<file path="config.mk">
export PLATFORM = sky130hd
export DESIGN_NAME = ets_phase_sequencer_flat
export DESIGN_NICKNAME = d
export VERILOG_FILES = /design/src/rtl/ets_phase_sequencer_pkg.sv /design/src/rtl/ets_phase_sequencer_if.sv /design/src/rtl/ets_phase_sequencer_sync2.sv /design/src/rtl/ets_phase_sequencer.sv /design/src/flat_wrapper.sv
export SDC_FILE = /design/constraint.sdc
export NUM_CORES = 1
export LEC_CHECK = 0
export BUFFER_PORTS_ARGS = -buffer_cell sky130_fd_sc_hd__buf_2
export CAP_MARGIN = 20
export CORE_UTILIZATION = 52
export CTS_CLUSTER_SIZE = 8
export DETAILED_ROUTE_END_ITERATION = 8
export GPL_TIMING_DRIVEN = 0
export PLACE_DENSITY = 0.88
export SLEW_MARGIN = 40
export SYNTH_ARGS = -nofsm -noshare
export SYNTH_HDL_FRONTEND = slang
export SYNTH_SLANG_ARGS = --single-unit
</file>
<file path="constraint.sdc">
create_clock -name free_run_clk -period 2 [get_ports free_run_clk]
set_clock_uncertainty 0.05 [all_clocks]
set_input_delay 0.1 -clock free_run_clk [delete_from_list [all_inputs] [get_ports free_run_clk]]
set_output_delay 0.1 -clock free_run_clk [all_outputs]
set_load 0.02 [all_outputs]
</file>
<file path="src/rtl/ets_phase_sequencer_pkg.sv">
// Shared types and constants for the ETS phase-shift sequencer.
// Holds the FSM state enum, default phase geometry and direction encoding.
package ets_pkg;

    localparam int POS_W_DEF         = 16;
    localparam int PS_WRAP_DEF       = 1120;
    localparam int PS_TIMEOUT_DEF    = 255;
    localparam int SETTLE_CYCLES_DEF = 16;

    localparam logic DIR_INC = 1'b1;
    localparam logic DIR_DEC = 1'b0;

    typedef enum logic [2:0] {
        ST_IDLE   = 3'd0,
        ST_ISSUE  = 3'd1,
        ST_WAIT   = 3'd2,
        ST_SETTLE = 3'd3,
        ST_NEXT   = 3'd4,
        ST_FINISH = 3'd5,
        ST_ACK    = 3'd6
    } state_t;

endpackage

</file>
<file path="src/rtl/ets_phase_sequencer_if.sv">
// MMCM dynamic phase-shift port bundle.
// Handshake: ps_en is a one-cycle request strobe carrying ps_incdec as its
// direction; ps_done is the one-cycle completion from the MMCM. Only one step
// may be outstanding: the master issues no new ps_en until ps_done returns.
interface ets_phase_sequencer_if;
    logic ps_en;
    logic ps_incdec;
    logic ps_done;

    modport master (output ps_en, output ps_incdec, input ps_done);
    modport slave  (input ps_en, input ps_incdec, output ps_done);
endinterface

</file>
<file path="src/rtl/ets_phase_sequencer_sync2.sv">
// ets_sync2: two-flop level synchroniser for slow levels crossing from the
// sample_clk domain into the free_run_clk domain.
module ets_sync2 (
    input  logic clk,
    input  logic rst_n,
    input  logic d,
    output logic q
);
    logic meta;

    // Two back-to-back flops give the first stage a cycle to resolve.
    always_ff @(posedge clk or negedge rst_n) begin
        if (!rst_n) begin
            meta <= 1'b0;
            q    <= 1'b0;
        end else begin
            meta <= d;
            q    <= meta;
        end
    end
endmodule

</file>
<file path="src/rtl/ets_phase_sequencer.sv">
// ets_phase_sequencer: arbitrates the MMCM phase-shift port between the ETS
// engine (4-phase shift_req/shift_done) and software manual steps, tracks the
// absolute phase modulo PS_WRAP and flags psdone timeouts.
// Optional build macro ETS_PS_SETTLE_EN inserts a SETTLE_CYCLES wait after
// every ps_done before the position update.
module ets_phase_sequencer
    import ets_pkg::*;
#(
    parameter int POS_W         = POS_W_DEF,
    parameter int PS_WRAP       = PS_WRAP_DEF,
    parameter int PS_TIMEOUT    = PS_TIMEOUT_DEF
`ifdef ETS_PS_SETTLE_EN
    ,
    parameter int SETTLE_CYCLES = SETTLE_CYCLES_DEF
`endif
) (
    input  logic                  free_run_clk,
    input  logic                  rst_n,
    input  logic                  shift_req,
    input  logic [POS_W-1:0]      step_count,
    output logic                  shift_done,
    input  logic                  man_req,
    input  logic                  man_dir,
    input  logic [POS_W-1:0]      man_steps,
    output logic                  man_busy,
    ets_phase_sequencer_if.master ps,
    output logic [POS_W-1:0]      phase_pos,
    output logic                  wrap_pulse,
    output logic                  timeout_err,
    input  logic                  err_clr,
    output state_t                dbg_state
);

    localparam logic [POS_W-1:0] POS_MAX = POS_W'(PS_WRAP - 1);
    localparam logic [POS_W-1:0] TO_LAST = POS_W'(PS_TIMEOUT - 1);
`ifdef ETS_PS_SETTLE_EN
    localparam logic [POS_W-1:0] SETTLE_LAST = POS_W'(SETTLE_CYCLES - 1);
`endif

    state_t             state, next_state;
    logic               req_sync;
    logic               man_pend, man_pend_dir;
    logic [POS_W-1:0]   man_pend_steps;
    logic [POS_W-1:0]   rem_cnt, wait_cnt, pos_step;
    logic               cur_dir, cur_ets, pos_wraps;
    logic               grant_ets, grant_man, timeout_hit;

    ets_sync2 u_req_sync (
        .clk   (free_run_clk),
        .rst_n (rst_n),
        .d     (shift_req),
        .q     (req_sync)
    );

    // ETS has fixed priority; shift_done is always low in IDLE, so the synced
    // request alone qualifies a new ETS grant.
    assign grant_ets   = req_sync;
    assign grant_man   = !req_sync && man_pend;
    assign timeout_hit = (state == ST_WAIT) && !ps.ps_done && (wait_cnt == TO_LAST);
    assign man_busy    = man_pend;
    assign dbg_state   = state;

    // State register.
    always_ff @(posedge free_run_clk or negedge rst_n) begin
        if (!rst_n) state <= ST_IDLE;
        else        state <= next_state;
    end

    // Next-state logic; ps_done only matters in WAIT, so an early pulse
    // during ISSUE is ignored by construction.
    always_comb begin
        next_state = state;
        case (state)
            ST_IDLE: begin
                if (grant_ets)      next_state = (step_count == '0) ? ST_FINISH : ST_ISSUE;
                else if (grant_man) next_state = (man_pend_steps == '0) ? ST_FINISH : ST_ISSUE;
            end
            ST_ISSUE: next_state = ST_WAIT;
            ST_WAIT: begin
`ifdef ETS_PS_SETTLE_EN
                if (ps.ps_done)       next_state = ST_SETTLE;
`else
                if (ps.ps_done)       next_state = ST_NEXT;
`endif
                else if (timeout_hit) next_state = ST_FINISH;
            end
`ifdef ETS_PS_SETTLE_EN
            ST_SETTLE: if (wait_cnt == SETTLE_LAST) next_state = ST_NEXT;
`endif
            ST_NEXT:   next_state = (rem_cnt == POS_W'(1)) ? ST_FINISH : ST_ISSUE;
            ST_FINISH: next_state = cur_ets ? ST_ACK : ST_IDLE;
            ST_ACK:    if (!req_sync) next_state = ST_IDLE;
            default:   next_state = ST_IDLE;
        endcase
    end

    // Output decode: one-cycle ps_en in ISSUE, acknowledge held in ACK.
    always_comb begin
        ps.ps_en     = 1'b0;
        ps.ps_incdec = 1'b0;
        shift_done   = 1'b0;
        wrap_pulse   = 1'b0;
        case (state)
            ST_ISSUE: begin
                ps.ps_en     = 1'b1;
                ps.ps_incdec = cur_dir;
            end
            ST_NEXT: wrap_pulse = pos_wraps;
            ST_ACK:  shift_done = 1'b1;
            default: ;
        endcase
    end

    // One modular step of the phase position in the current direction.
    always_comb begin
        pos_step  = phase_pos;
        pos_wraps = 1'b0;
        if (cur_dir == DIR_INC) begin
            if (phase_pos == POS_MAX) begin
                pos_step  = '0;
                pos_wraps = 1'b1;
            end else begin
                pos_step = phase_pos + POS_W'(1);
            end
        end else begin
            if (phase_pos == '0) begin
                pos_step  = POS_MAX;
                pos_wraps = 1'b1;
            end else begin
                pos_step = phase_pos - POS_W'(1);
            end
        end
    end

    // Transaction datapath: grant capture, step countdown, position and
    // the shared WAIT/SETTLE cycle counter (restarted on every state change).
    always_ff @(posedge free_run_clk or negedge rst_n) begin
        if (!rst_n) begin
            rem_cnt   <= '0;
            cur_dir   <= DIR_INC;
            cur_ets   <= 1'b0;
            wait_cnt  <= '0;
            phase_pos <= '0;
        end else begin
            if (state == ST_IDLE && grant_ets) begin
                rem_cnt <= step_count;
                cur_dir <= DIR_INC;
                cur_ets <= 1'b1;
            end else if (state == ST_IDLE && grant_man) begin
                rem_cnt <= man_pend_steps;
                cur_dir <= man_pend_dir;
                cur_ets <= 1'b0;
            end
            if (state == ST_NEXT) begin
                phase_pos <= pos_step;
                rem_cnt   <= rem_cnt - POS_W'(1);
            end
            if (next_state != state)                         wait_cnt <= '0;
            else if (state == ST_WAIT || state == ST_SETTLE) wait_cnt <= wait_cnt + POS_W'(1);
        end
    end

    // Single-slot manual request latch; requests while busy are dropped.
    always_ff @(posedge free_run_clk or negedge rst_n) begin
        if (!rst_n) begin
            man_pend       <= 1'b0;
            man_pend_dir   <= DIR_DEC;
            man_pend_steps <= '0;
        end else if (state == ST_FINISH && !cur_ets) begin
            man_pend <= 1'b0;
        end else if (man_req && !man_pend) begin
            man_pend       <= 1'b1;
            man_pend_dir   <= man_dir;
            man_pend_steps <= man_steps;
        end
    end

    // Sticky timeout flag; a new timeout beats a simultaneous clear.
    always_ff @(posedge free_run_clk or negedge rst_n) begin
        if (!rst_n)           timeout_err <= 1'b0;
        else if (timeout_hit) timeout_err <= 1'b1;
        else if (err_clr)     timeout_err <= 1'b0;
    end

endmodule

</file>
<file path="src/flat_wrapper.sv">
// flat-port wrapper written by rule: the top's interface ports become plain ports
module ets_phase_sequencer_flat import ets_pkg::*;
#(
    parameter int POS_W         = POS_W_DEF,
    parameter int PS_WRAP       = PS_WRAP_DEF,
    parameter int PS_TIMEOUT    = PS_TIMEOUT_DEF

)
  (free_run_clk, rst_n, shift_req, step_count, shift_done, man_req, man_dir, man_steps, man_busy, phase_pos, wrap_pulse, timeout_err, err_clr, dbg_state, ps_ps_en, ps_ps_incdec, ps_ps_done);
  ets_phase_sequencer_if ps_i ();
  input  logic free_run_clk;
  input  logic rst_n;
  input  logic shift_req;
  input  logic [POS_W-1:0] step_count;
  output logic shift_done;
  input  logic man_req;
  input  logic man_dir;
  input  logic [POS_W-1:0] man_steps;
  output logic man_busy;
  output logic [POS_W-1:0] phase_pos;
  output logic wrap_pulse;
  output logic timeout_err;
  input  logic err_clr;
  output state_t dbg_state;
  output wire logic [$bits(ps_i.ps_en)-1:0] ps_ps_en;
  output wire logic [$bits(ps_i.ps_incdec)-1:0] ps_ps_incdec;
  input wire logic [$bits(ps_i.ps_done)-1:0] ps_ps_done;
  assign ps_ps_en = ps_i.ps_en;
  assign ps_ps_incdec = ps_i.ps_incdec;
  assign ps_i.ps_done = ps_ps_done;
  ets_phase_sequencer #(.POS_W(POS_W), .PS_WRAP(PS_WRAP), .PS_TIMEOUT(PS_TIMEOUT)) u_core (.free_run_clk(free_run_clk), .rst_n(rst_n), .shift_req(shift_req), .step_count(step_count), .shift_done(shift_done), .man_req(man_req), .man_dir(man_dir), .man_steps(man_steps), .man_busy(man_busy), .ps(ps_i), .phase_pos(phase_pos), .wrap_pulse(wrap_pulse), .timeout_err(timeout_err), .err_clr(err_clr), .dbg_state(dbg_state));
endmodule
</file>
======== Word-level counts from Yosys, hierarchy flattened ========
Index checks and enable logic that the tools add are counted.
word-level totals
  register bits ........................... 74
  input port bits ......................... 39
operators by class
  add/subtract/negate cells ............... 4
  reductions and logical operators ........ 22
  equality and inequality tests ........... 10
  bitwise gates (word level) .............. 1
  muxes and demuxes ....................... 33
operators with widths
  cell                     number
  $mux W16                 8
  $logic_not A16 Y1        3
  $add A16 B1 Y16 const B  2
  $sub A16 B1 Y16 const B  2
  $mux W3                  9
  $pmux W3 S6              1
  $eq A16 B1 Y1 const B    1
  $eq A16 B11 Y1 const B   1
  $eq A16 B8 Y1 const B    1
  $mux W1                  15
  $eq A3 B3 Y1 const B     3
  $reduce_bool A2 Y1       4
  $logic_and A1 B1 Y1      7
  $eq A3 B2 Y1 const B     2
  $logic_not A1 Y1         4
  $eq A3 B1 Y1 const B     1
  $logic_not A3 Y1         1
  $ne A3 B3 Y1             1
  $reduce_bool A3 Y1       1
  $reduce_and A2 Y1        1
  $logic_or A1 B1 Y1       1
  $not A1 Y1               1

======== Depth between registers and ports, before layout ========
Gate-level depths: netlist of run 1.
  word-level depth ........................ 8
  gate-level depth with buffers ........... 8

======== Hierarchy ========
From an unflattened synthesis of run 1, not the netlist that was laid out.
unflattened totals
  cell total of the unflattened synthesis .. 477
  area total of the unflattened synthesis .. 4,514.3 um2
modules (own cells, without submodules)
  module               sequential area each (um2)  area each (um2)  cells an instance  instances
  ets_phase_sequencer  1,803.0                     4,464.3          475                1
  ets_sync2            50.0                        50.0             2                  1

======== Least setup slack after synthesis of run 1 ========
Ideal clock, no wire load.
  path type ............................... reg-to-output
  start point ............................. reg u_core.phase_pos[12]
  end point ............................... out wrap_pulse
  buffers on the path ..................... 1
  path slack .............................. -0.250 ns
  data arrival time ....................... 2.100 ns
  stages on the path, launching flop included .. 6
  path through ............................ dfrtp_1 -> buf_6 -> or4_4 -> nor4_1 -> nor2b_1 -> nor3_1
on the way
  longest elaborated chain between the ends .. 4
  elaborated cells between the ends (all ways) .. 6
ends and longest elaborated chain
  what                                                        line                                                    source
  from (decl)                                                 ets_phase_sequencer.sv:27                               output logic [POS_W-1:0] phase_pos,
  from (signal assigned)                                      ets_phase_sequencer.sv:155                              phase_pos <= pos_step;
  $eq A16 B11 Y1 / $logic_not A16 Y1 (equally long branches)  ets_phase_sequencer.sv:119, ets_phase_sequencer.sv:126
  $mux W1, on equally long branches                           ets_phase_sequencer.sv:119, ets_phase_sequencer.sv:126
  $mux W1 *                                                   ets_phase_sequencer.sv:118                              if (cur_dir == DIR_INC) begin
  $mux W1 *                                                   ets_phase_sequencer.sv:103                              case (state)
  to (decl)                                                   flat_wrapper.sv:21                                      output logic wrap_pulse;
Mark *: on every way between the ends. The rest lies on a longest branch, timed or not.

======== Worst setup path after layout of run 1 ========
  start point ............................. reg u_core.phase_pos[13]
  end point ............................... out wrap_pulse
Same word-level chain as after synthesis.

==> results.sh, run 1 <==
export IMPL_status="finished with violations"
export IMPL_violations="negative setup slack"
export IMPL_clkTransAtPathRegs_ns=0.08
export IMPL_initial_core_util=0.545
export IMPL_drive_gt1_frac=0.391
export IMPL_cts_max_path_buffers=2
export IMPL_dp_hpwl_um=8700
export IMPL_via_per_inst=6.80
export IMPL_drtIter0Drc=591
export IMPL_drt_pass1_iter_count=5
export IMPL_crit_buf_inv=1
export IMPL_slew_headroom=0.541
export IMPL_antenna_found_initial=0
export IMPL_syn_to_final_growth_pct=39.4
export IMPL_die_h_um=95.5
export IMPL_cp_cell_sequence="or4_4 > nand4b_4 > nor2b_4 > nor3_2 > buf_4"
export IMPL_worstPathMaxFanout=4
export IMPL_gr_total_overflow=0
export IMPL_gp_congestion=0.910
export IMPL_io_buffer_count=63
export IMPL_syn_num_nets=536
export IMPL_cts_root_buf="clkbuf_8"
export IMPL_period_minus_slack_ns=2.28
export IMPL_worstSkewPairLatency_ns=0.36
export IMPL_finalMaxSlewViolations=0
export IMPL_critPathLaunchType="register"
export IMPL_synth_edf_count=0
export IMPL_fmax_mhz=439
export IMPL_timing_final_crit_share=1.14
export IMPL_rows=33
export IMPL_crit_slowest_cell="or4_4"
export IMPL_postSynthCellCount=490
export IMPL_first_global_vias=4725
export IMPL_grt_pass1_wl_um=22800
export IMPL_io_pins=64
export IMPL_cp_top_family="simple AND/OR/NAND/NOR gates"
export IMPL_critPathArrivalTime_ns=2.13
export IMPL_synth_warnings=0
export IMPL_crit_required_ns=1.85
export IMPL_floorplan_core_area_mm2=0.00834
export IMPL_synthArstFlopShare=1.00
export IMPL_finalSetupViolCount=29
export IMPL_final_cell_area_mm2=0.00634
export IMPL_routed_via_count=5030
export IMPL_worstMarginPinSlew_ns=0.684
export IMPL_die_area_mm2=0.00913
export IMPL_final_hold_viol_count=0
export IMPL_rsz0062_at_grt="true"
export IMPL_endpoint_kind="primary output"
export IMPL_cap_violations=0
export IMPL_crit_type="reg -> out"
export IMPL_synth_area_mm2=0.00455
export IMPL_final_nets=676
export IMPL_hold_path_class="in -> reg"
export IMPL_synth_main_ff_cell="dfrtp_1"
export IMPL_synthDistinctLibCells=69
export IMPL_cts_tree="yes"
export IMPL_setup_slack_ns=-0.279
export IMPL_finalPower_mw=8.48
export IMPL_insertedDiodeCount=0
export IMPL_grt_use_total=0.331
export IMPL_postRouteAntennaNets=0
export IMPL_post_route_drc_count=0
export IMPL_holdWs_ns=0.0296
export IMPL_placed_cell_area_mm2=0.00512
export IMPL_cts_buffers=9
export IMPL_clock_sinks=74
export IMPL_routed_wl_um=16000
export IMPL_total_leakage_power_nw=2.71
export IMPL_syn_avg_cell_area_um2=9.28
export IMPL_routedWlPerCell_um=21.6
export IMPL_die_w_um=95.5
export IMPL_p_per_area_mw_per_mm2=1340
export IMPL_grt_max_degree=51
export IMPL_htree_levels=3
export IMPL_peakVddDrop_mv=0.856
export IMPL_synth_seq_cells=74
export IMPL_slowest_delay_ns=0.58
export IMPL_ys_seq_area_frac=0.407
logic make-up (layout without fill, tap and decap cells):
logic type | Yosys count | count (layout) | share of synthesized area
AO/OA/AOI/OAI | 105 | 105 | 0.155
XOR/XNOR | 20 | 20 | 0.0385
adder cells (fa/ha/maj) | 7 | 7 | 0.0193
multiplexers | 35 | 35 | 0.0833
AND/OR/NAND/NOR | 202 | 202 | 0.251
buffers and inverters | 47 | 192 | 0.0457
flip-flops | 74 | 74 | 0.407
state kept, by name, indices dropped and copies added, names as in the netlist:
| signal | flops |
|---|---|
| u_core.wait_cnt | 16 |
| u_core.man_pend_dir | 1 |
| u_core.rem_cnt | 16 |
| u_core.man_pend_steps | 16 |
| u_core.timeout_err | 1 |
| u_core.man_busy | 1 |
| u_core.cur_ets | 1 |
| u_core.phase_pos | 16 |
| u_core.u_req_sync.meta | 1 |
| u_core.cur_dir | 1 |
| u_core.u_req_sync.q | 1 |
| u_core.dbg_state | 3 |
metrics by stage:
step | setup slack [ns] | utilization | setup TNS, ns | std cells
3_3_place_gp | -0.421 | 0.609 | -7.26 | 658
5_1_grt | -0.337 | 0.761 | -5.41 | 740
6_report | -0.279 | 0.761 | -2.63 | 740
3_5_place_dp | -0.431 | 0.614 | -8.91 | 659
2_1_floorplan | -0.132 | - | -0.600 | 490
4_1_cts | -0.263 | 0.719 | -1.19 | 723
cell usage after synthesis (3+ instances only):
cell	n	area (um^2)
nor2b_1	7	43.8
a21oi_1	19	95.1
xor2_1	8	70.1
nand2b_1	3	18.8
nand2_1	32	120
nand3_1	20	100
a221o_1	3	30.0
or4_1	4	30.0
nor3_1	15	75.1
inv_1	13	48.8
nor2_1	43	161
nand3b_1	4	30.0
nor4b_1	3	26.3
mux2_2	18	203
nand4b_1	4	35.0
nor3b_1	3	22.5
clkbuf_1	22	82.6
mux2i_1	12	120
xnor2_1	12	105
and2_1	4	25.0
dfrtp_1	73	1830
o21ai_1	7	35.0
or3_1	3	18.8
o211ai_1	3	22.5
nand4_1	14	87.6
o221ai_1	5	43.8
a211oi_1	6	45.0
a22oi_1	3	22.5
mux2_1	5	56.3
o21ai_0	28	140
o22ai_1	4	25.0
buf_2	7	35.0
ha_1	7	87.6
and3_1	5	31.3
a31oi_1	4	25.0
nor4_1	21	131
power by group:
| group | leakage (nW) | switching (mW) | total [mW] | internal [mW] |
|---|---|---|---|---|
| clock | 0.118 | 0.619 | 1.45 | 0.831 |
| combinational | 1.69 | 2.55 | 4.46 | 1.91 |
| sequential | 0.910 | 0.559 | 2.57 | 2.01 |
| total | 2.71 | 3.72 | 8.48 | 4.75 |
worst min-delay path, cell delays in order:
cell and delay (ns):
buf_2 0.09, mux2i_1 0.06, o21ai_0 0.14
routing by layer:
layer  part of all wire  global-route usage  up-vias
met1               0.36               0.387     2378
met2               0.49               0.563      434
li1                   -                   -     2106
met5                  0                   0        -
met3              0.095              0.0686      112
met4              0.061               0.190        0
layout make-up:
class	instances	area, um^2
multi-input cells	369	2880
fillers	479	2000
flip-flops and latches	74	1870
repair buffers	135	971
plain buffers	28	216
clock buffers	11	131
well taps	105	131
clock inverters	5	104
inverters	13	48.8
what timing repair did:
item                                   CTS  global route
setup endpoints to repair               57            53
resized for setup                       59            70
cloned                                   1             1
pin swaps                               25            22
hold buffers                            21             0
endpoints found under the hold margin   93             0
setup buffers                           31            18
worst paths after layout:
check	from	to	slack [ns]	cells after the start
min reg2reg	u_core.u_req_sync.meta	u_core.u_req_sync.q	0.31	0
max in group asynchronous	rst_n	u_core.cur_dir	1.22	3
max	u_core.phase_pos[13]	wrap_pulse	-0.28	5
max reg2reg	u_core.phase_pos[13]	u_core.phase_pos[10]	-0.22	6
min	step_count[6]	u_core.rem_cnt[6]	0.03	3
min in group asynchronous	rst_n	u_core.phase_pos[5]	0.11	2
cell usage in the layout (no fill, tap or decap), types with 17 or more instances in the layout:
| cell | count |
|---|---|
| o21ai_0 | 22 |
| buf_2 | 67 |
| nor2_1 | 41 |
| dlygate4sd3_1 | 21 |
| nand2_1 | 30 |
| dfrtp_1 | 63 |
| mux2_2 | 17 |
| buf_4 | 44 |
| nand3_1 | 18 |
No activity file was read; power rests on OpenSTA's default activity.
==> run 2, diff against run 1 <==
- CORE_UTILIZATION: 52 -> 35
- PLACE_DENSITY: 0.88 -> 0.67
==> run 2 against run 1 <==
Net effect: highest routed layer unchanged; utilization fell by 26 points; worst setup slack got worse by 0.00071 ns; clock power rose by 9.7%; critical path depth did not move; fmax barely moved; cell area fell by 0.28%; sequential share of layout area rose by 0.062 points; the run still ends with negative setup slack left; global-route usage fell by 12 points; total power fell by 3.5%; die area rose by 47%.
==> results.sh, run 2 (synthesized netlist as in run 1, its figures left out) <==
export IMPL_io_buffer_count=63
export IMPL_worstPathMaxFanout=3
export IMPL_final_cell_area_mm2=0.00633
export IMPL_drtIter0Drc=337
export IMPL_final_nets=670
export IMPL_peakVddDrop_mv=0.651
export IMPL_final_cell_mix="buf_2 (67), dfrtp_1 (64), buf_4 (46)"
export IMPL_slew_headroom=0.570
export IMPL_dp_hpwl_um=8840
export IMPL_syn_to_final_growth_pct=39.1
export IMPL_die_h_um=116
export IMPL_fmax_mhz=439
export IMPL_timing_final_crit_share=1.14
export IMPL_floorplan_core_area_mm2=0.0127
export IMPL_rsz0062_at_grt="true"
export IMPL_utilization=0.499
export IMPL_slowest_delay_ns=0.57
export IMPL_initial_core_util=0.359
export IMPL_grt_max_degree=60
export IMPL_crit_required_ns=1.85
export IMPL_cts_max_path_buffers=2
export IMPL_clock_sinks=74
export IMPL_cts_buffers=9
export IMPL_rows=41
export IMPL_cp_cell_sequence="or4_4 > nor4_4 > nor2b_4 > nor3_2 > buf_4"
export IMPL_cts_tree="yes"
export IMPL_crit_buf_inv=1
export IMPL_fillers=1186
export IMPL_p_per_area_mw_per_mm2=1290
export IMPL_drt_pass1_iter_count=5
export IMPL_grt_pass1_wl_um=21800
export IMPL_gr_total_overflow=0
export IMPL_post_route_drc_count=0
export IMPL_crit_type="reg -> out"
export IMPL_htree_levels=3
export IMPL_final_hold_viol_count=0
export IMPL_cap_violations=0
export IMPL_drive_gt1_frac=0.375
export IMPL_finalSetupViolCount=15
export IMPL_critPathArrivalTime_ns=2.13
export IMPL_setup_slack_ns=-0.280
export IMPL_finalMaxSlewViolations=0
export IMPL_holdWs_ns=0.0481
export IMPL_routedWlPerCell_um=17.1
export IMPL_clkTransAtPathRegs_ns=0.06
export IMPL_worstSkewPairLatency_ns=0.35
export IMPL_worstMarginPinSlew_ns=0.641
export IMPL_via_per_inst=5.59
export IMPL_status="finished with violations"
export IMPL_violations="negative setup slack"
export IMPL_cp_top_family="simple AND/OR/NAND/NOR gates"
export IMPL_routed_via_count=4480
export IMPL_gp_congestion=0.918
export IMPL_period_minus_slack_ns=2.28
export IMPL_critPathLaunchType="register"
export IMPL_grt_use_total=0.211
export IMPL_crit_slowest_cell="or4_4"
export IMPL_cts_root_buf="clkbuf_16"
export IMPL_total_leakage_power_nw=2.65
export IMPL_antenna_found_initial=0
export IMPL_die_area_mm2=0.0135
export IMPL_first_global_vias=4376
export IMPL_die_w_um=116
export IMPL_routed_wl_um=13700
export IMPL_endpoint_kind="primary output"
export IMPL_io_pins=64
export IMPL_hold_path_class="in -> reg"
export IMPL_final_common_cell="buf_2"
export IMPL_insertedDiodeCount=0
export IMPL_placed_cell_area_mm2=0.00520
export IMPL_postRouteAntennaNets=0
==> run 2: layout make-up <==
cell class / count / area, um^2 / area share
buffer: 28 / 186 / 0.0295
clock buffer: 9 / 225 / 0.0356
clock inverter: 7 / 61.3 / 0.00969
inverter: 13 / 48.8 / 0.00771
multi-input combinational: 369 / 2820 / 0.446
sequential: 74 / 1860 / 0.295
tap: 172 / 215 / 0.0340
timing repair buffer: 129 / 903 / 0.143
==> run 2: report_power, final <==
| group | switching [mW] | leakage, nW | internal, mW |
|---|---|---|---|
| clock network | 0.732 | 0.135 | 0.862 |
| registers | 0.542 | 0.912 | 2.01 |
| logic | 2.29 | 1.60 | 1.74 |
| total | 3.57 | 2.65 | 4.61 |
==> run 2: layer usage <==
layer | global-route usage | vias to the layer above | wire, um
li1 | - | 2095 | -
met1 | 0.267 | 2178 | 6000
met2 | 0.348 | 170 | 6640
met3 | 0.0439 | 37 | 738
met4 | 0.0923 | 0 | 329
met5 | 0 | - | 0
==> run 2: timing repair <==
action	in CTS	in global routing
hold buffers	21	0
gates cloned	1	0
resized for setup	50	48
pin swaps	14	22
endpoints found under the setup margin	61	43
endpoints found under the hold margin	93	0
buffers inserted	29	15
==> run 2: stage by stage <==
stage	setup slack (ns)	power [mW]	setup TNS [ns]	instances
finish	-0.280	8.18	-2.46	801
global route	-0.325	8.71	-3.45	801
CTS	-0.258	7.76	-1.82	787
detailed placement	-0.469	5.71	-9.53	726
global placement	-0.426	5.60	-8.83	725
floorplan	-0.132	4.74	-0.600	490
==> run 2: worst paths after layout <==
| path | from | to | slack [ns] | cells after the start |
|---|---|---|---|---|
| worst min-delay path | step_count[10] | u_core.rem_cnt[10] | 0.05 | 3 |
| worst max-delay path | u_core.phase_pos[12] | wrap_pulse | -0.28 | 5 |
| worst max register to register | u_core.phase_pos[12] | u_core.phase_pos[10] | -0.24 | 6 |
| min in group asynchronous | rst_n | u_core.phase_pos[11] | 0.10 | 2 |
| max in group asynchronous | rst_n | u_core.cur_dir | 1.22 | 3 |
| worst min register to register | u_core.u_req_sync.meta | u_core.u_req_sync.q | 0.31 | 0 |
==> run 2: worst reg2reg max path, stage by stage (launching register included) <==
cell and delay [ns]:
dfrtp_2 0.42, or4_4 0.57, buf_4 0.16, o41ai_4 0.33, buf_4 0.18, o21ai_1 0.05, a221o_1 0.35
==> run 3, diff against run 2 <==
- CELL_PAD_IN_SITES_DETAIL_PLACEMENT: unset -> 1
- CELL_PAD_IN_SITES_GLOBAL_PLACEMENT: unset -> 1
- PLACE_DENSITY: 0.67 -> 0.8
- SKIP_CTS_REPAIR_TIMING: unset -> 1
==> run 3 against run 2 <==
Net effect: critical path type unchanged; critical endpoint unchanged; combinational power increased by 16%; clock power rose by 4%; the run still ends with negative setup slack left; global-route usage up 0.86 points; flip-flop and latch count did not move; clock-buffer cell count grew 3; die area is the same; total power is 8.5% higher; first-iteration DRC count shrank 7.7%; via count up 5.4%; largest cell class unchanged; sequential share of layout area is 1.2 points lower; worst hold slack lost 0.0082 ns; non-clock buffer count is 19 higher.
==> results.sh, run 3 (synthesized netlist as in run 1, its figures left out) <==
export IMPL_status="finished with violations"
export IMPL_violations="negative setup slack"
export IMPL_gr_total_overflow=0
export IMPL_critPathArrivalTime_ns=2.28
export IMPL_drive_gt1_frac=0.403
export IMPL_final_cell_mix="buf_2 (66), dfrtp_1 (64), buf_4 (59)"
export IMPL_total_leakage_power_nw=2.79
export IMPL_crit_type="reg -> out"
export IMPL_clock_sinks=74
export IMPL_die_area_mm2=0.0135
export IMPL_syn_to_final_growth_pct=44.9
export IMPL_critPathLaunchType="register"
export IMPL_via_per_inst=5.77
export IMPL_clkPwrFrac=0.186
export IMPL_grt_pass1_wl_um=22600
export IMPL_stdcell_count=819
export IMPL_postRouteAntennaNets=0
export IMPL_utilization=0.520
export IMPL_final_hold_viol_count=0
export IMPL_worstPathMaxFanout=7
export IMPL_slew_headroom=0.562
export IMPL_routedWlPerCell_um=21.3
export IMPL_io_buffer_count=63
export IMPL_endpoint_kind="primary output"
export IMPL_switchingPower_mw=3.82
export IMPL_timing_final_crit_share=1.21
export IMPL_p_per_area_mw_per_mm2=1350
export IMPL_initial_core_util=0.359
export IMPL_floorplan_core_area_mm2=0.0127
export IMPL_first_global_vias=4451
export IMPL_power_internal_mw=5.06
export IMPL_finalPower_mw=8.88
export IMPL_hold_path_class="in -> reg"
export IMPL_cts_tree="yes"
export IMPL_cap_violations=0
export IMPL_post_route_drc_count=0
export IMPL_finalMaxSlewViolations=0
export IMPL_drtIter0Drc=311
export IMPL_cts_root_buf="clkbuf_16"
export IMPL_die_w_um=116
export IMPL_crit_required_ns=1.85
export IMPL_period_minus_slack_ns=2.43
export IMPL_dp_cells=726
export IMPL_switching_share=0.430
export IMPL_dp_hpwl_um=10200
export IMPL_gp_congestion=0.879
export IMPL_io_pins=64
export IMPL_fillers=1441
export IMPL_final_nets=689
export IMPL_fmax_mhz=412
export IMPL_tns_ns=-4.42
export IMPL_peakVddDrop_mv=0.708
export IMPL_clkTransAtPathRegs_ns=0.06
export IMPL_drt_pass1_iter_count=4
export IMPL_cp_top_family="simple AND/OR/NAND/NOR gates"
export IMPL_routed_via_count=4723
export IMPL_antenna_found_initial=0
export IMPL_worstMarginPinSlew_ns=0.657
export IMPL_cts_buffers=9
export IMPL_holdWs_ns=0.0399
export IMPL_grt_use_total=0.219
export IMPL_die_h_um=116
export IMPL_setup_slack_ns=-0.428
export IMPL_worstSkewPairLatency_ns=0.35
export IMPL_htree_levels=3
export IMPL_finalSetupViolCount=16
export IMPL_crit_slowest_cell="or4_4"
export IMPL_final_common_cell="buf_2"
export IMPL_power_frac_comb=0.525
export IMPL_routed_wl_um=17400
export IMPL_rows=41
export IMPL_power_frac_seq=0.290
export IMPL_cts_max_path_buffers=2
export IMPL_grt_max_degree=59
export IMPL_rsz0062_at_grt="true"
export IMPL_insertedDiodeCount=0
export IMPL_crit_buf_inv=1
export IMPL_cp_cell_sequence="or4_4 > nand4b_4 > nor2b_4 > nor3_2 > buf_4"
export IMPL_slowest_delay_ns=0.61
## run 3: path summary, 6_finish.rpt
check	end	slack, ns	start	cells past startpoint
max	wrap_pulse	-0.43	u_core.phase_pos[12]	5
min	u_core.rem_cnt[6]	0.04	step_count[6]	3
max reg2reg	u_core.phase_pos[11]	-0.35	u_core.phase_pos[12]	8
min reg2reg	u_core.u_req_sync.q	0.32	u_core.u_req_sync.meta	0
max in group asynchronous	u_core.cur_dir	1.20	rst_n	3
min in group asynchronous	u_core.phase_pos[7]	0.12	rst_n	2
## run 3: layout make-up
| type | count | area, um^2 | area share |
|---|---|---|---|
| Multi-Input combinational cell | 369 | 2900 | 0.440 |
| Sequential cell | 74 | 1860 | 0.283 |
| Timing Repair Buffer | 147 | 1070 | 0.163 |
| Clock buffer | 12 | 246 | 0.0374 |
| Tap cell | 172 | 215 | 0.0326 |
| Buffer | 29 | 204 | 0.0309 |
| Inverter | 13 | 48.8 | 0.00740 |
| Clock inverter | 3 | 40.0 | 0.00607 |
## run 3: tightest hold or removal path, cell delays in order
cell     delay (ns)
buf_2          0.11
mux2i_1        0.06
o21ai_0        0.13
## run 3: power by group through the flow
stage / sequential, mW / clock (mW) / combinational, mW
after global routing: 2.62 / 1.73 / 4.99
after floorplan: 2.53 / 0 / 2.22
after detailed placement: 2.51 / 0 / 3.32
after global placement: 2.46 / 0 / 3.16
after CTS: 2.49 / 1.65 / 3.35
final: 2.57 / 1.65 / 4.66
## run 3: layer usage
layer | global-route usage | vias up | wire [um]
li1 | - | 2124 | -
met4 | 0.0803 | 0 | 542
met2 | 0.373 | 153 | 9080
met3 | 0.0345 | 43 | 553
met5 | 0 | - | 0
met1 | 0.281 | 2403 | 7240
## run 3: stage by stage
step,instance area [um^2],worst slack [ns]
floorplan,4630,-0.132
global placement,5160,-0.419
CTS,5490,-0.630
global route,6590,-0.486
finish,6590,-0.428
detailed placement,5200,-0.503
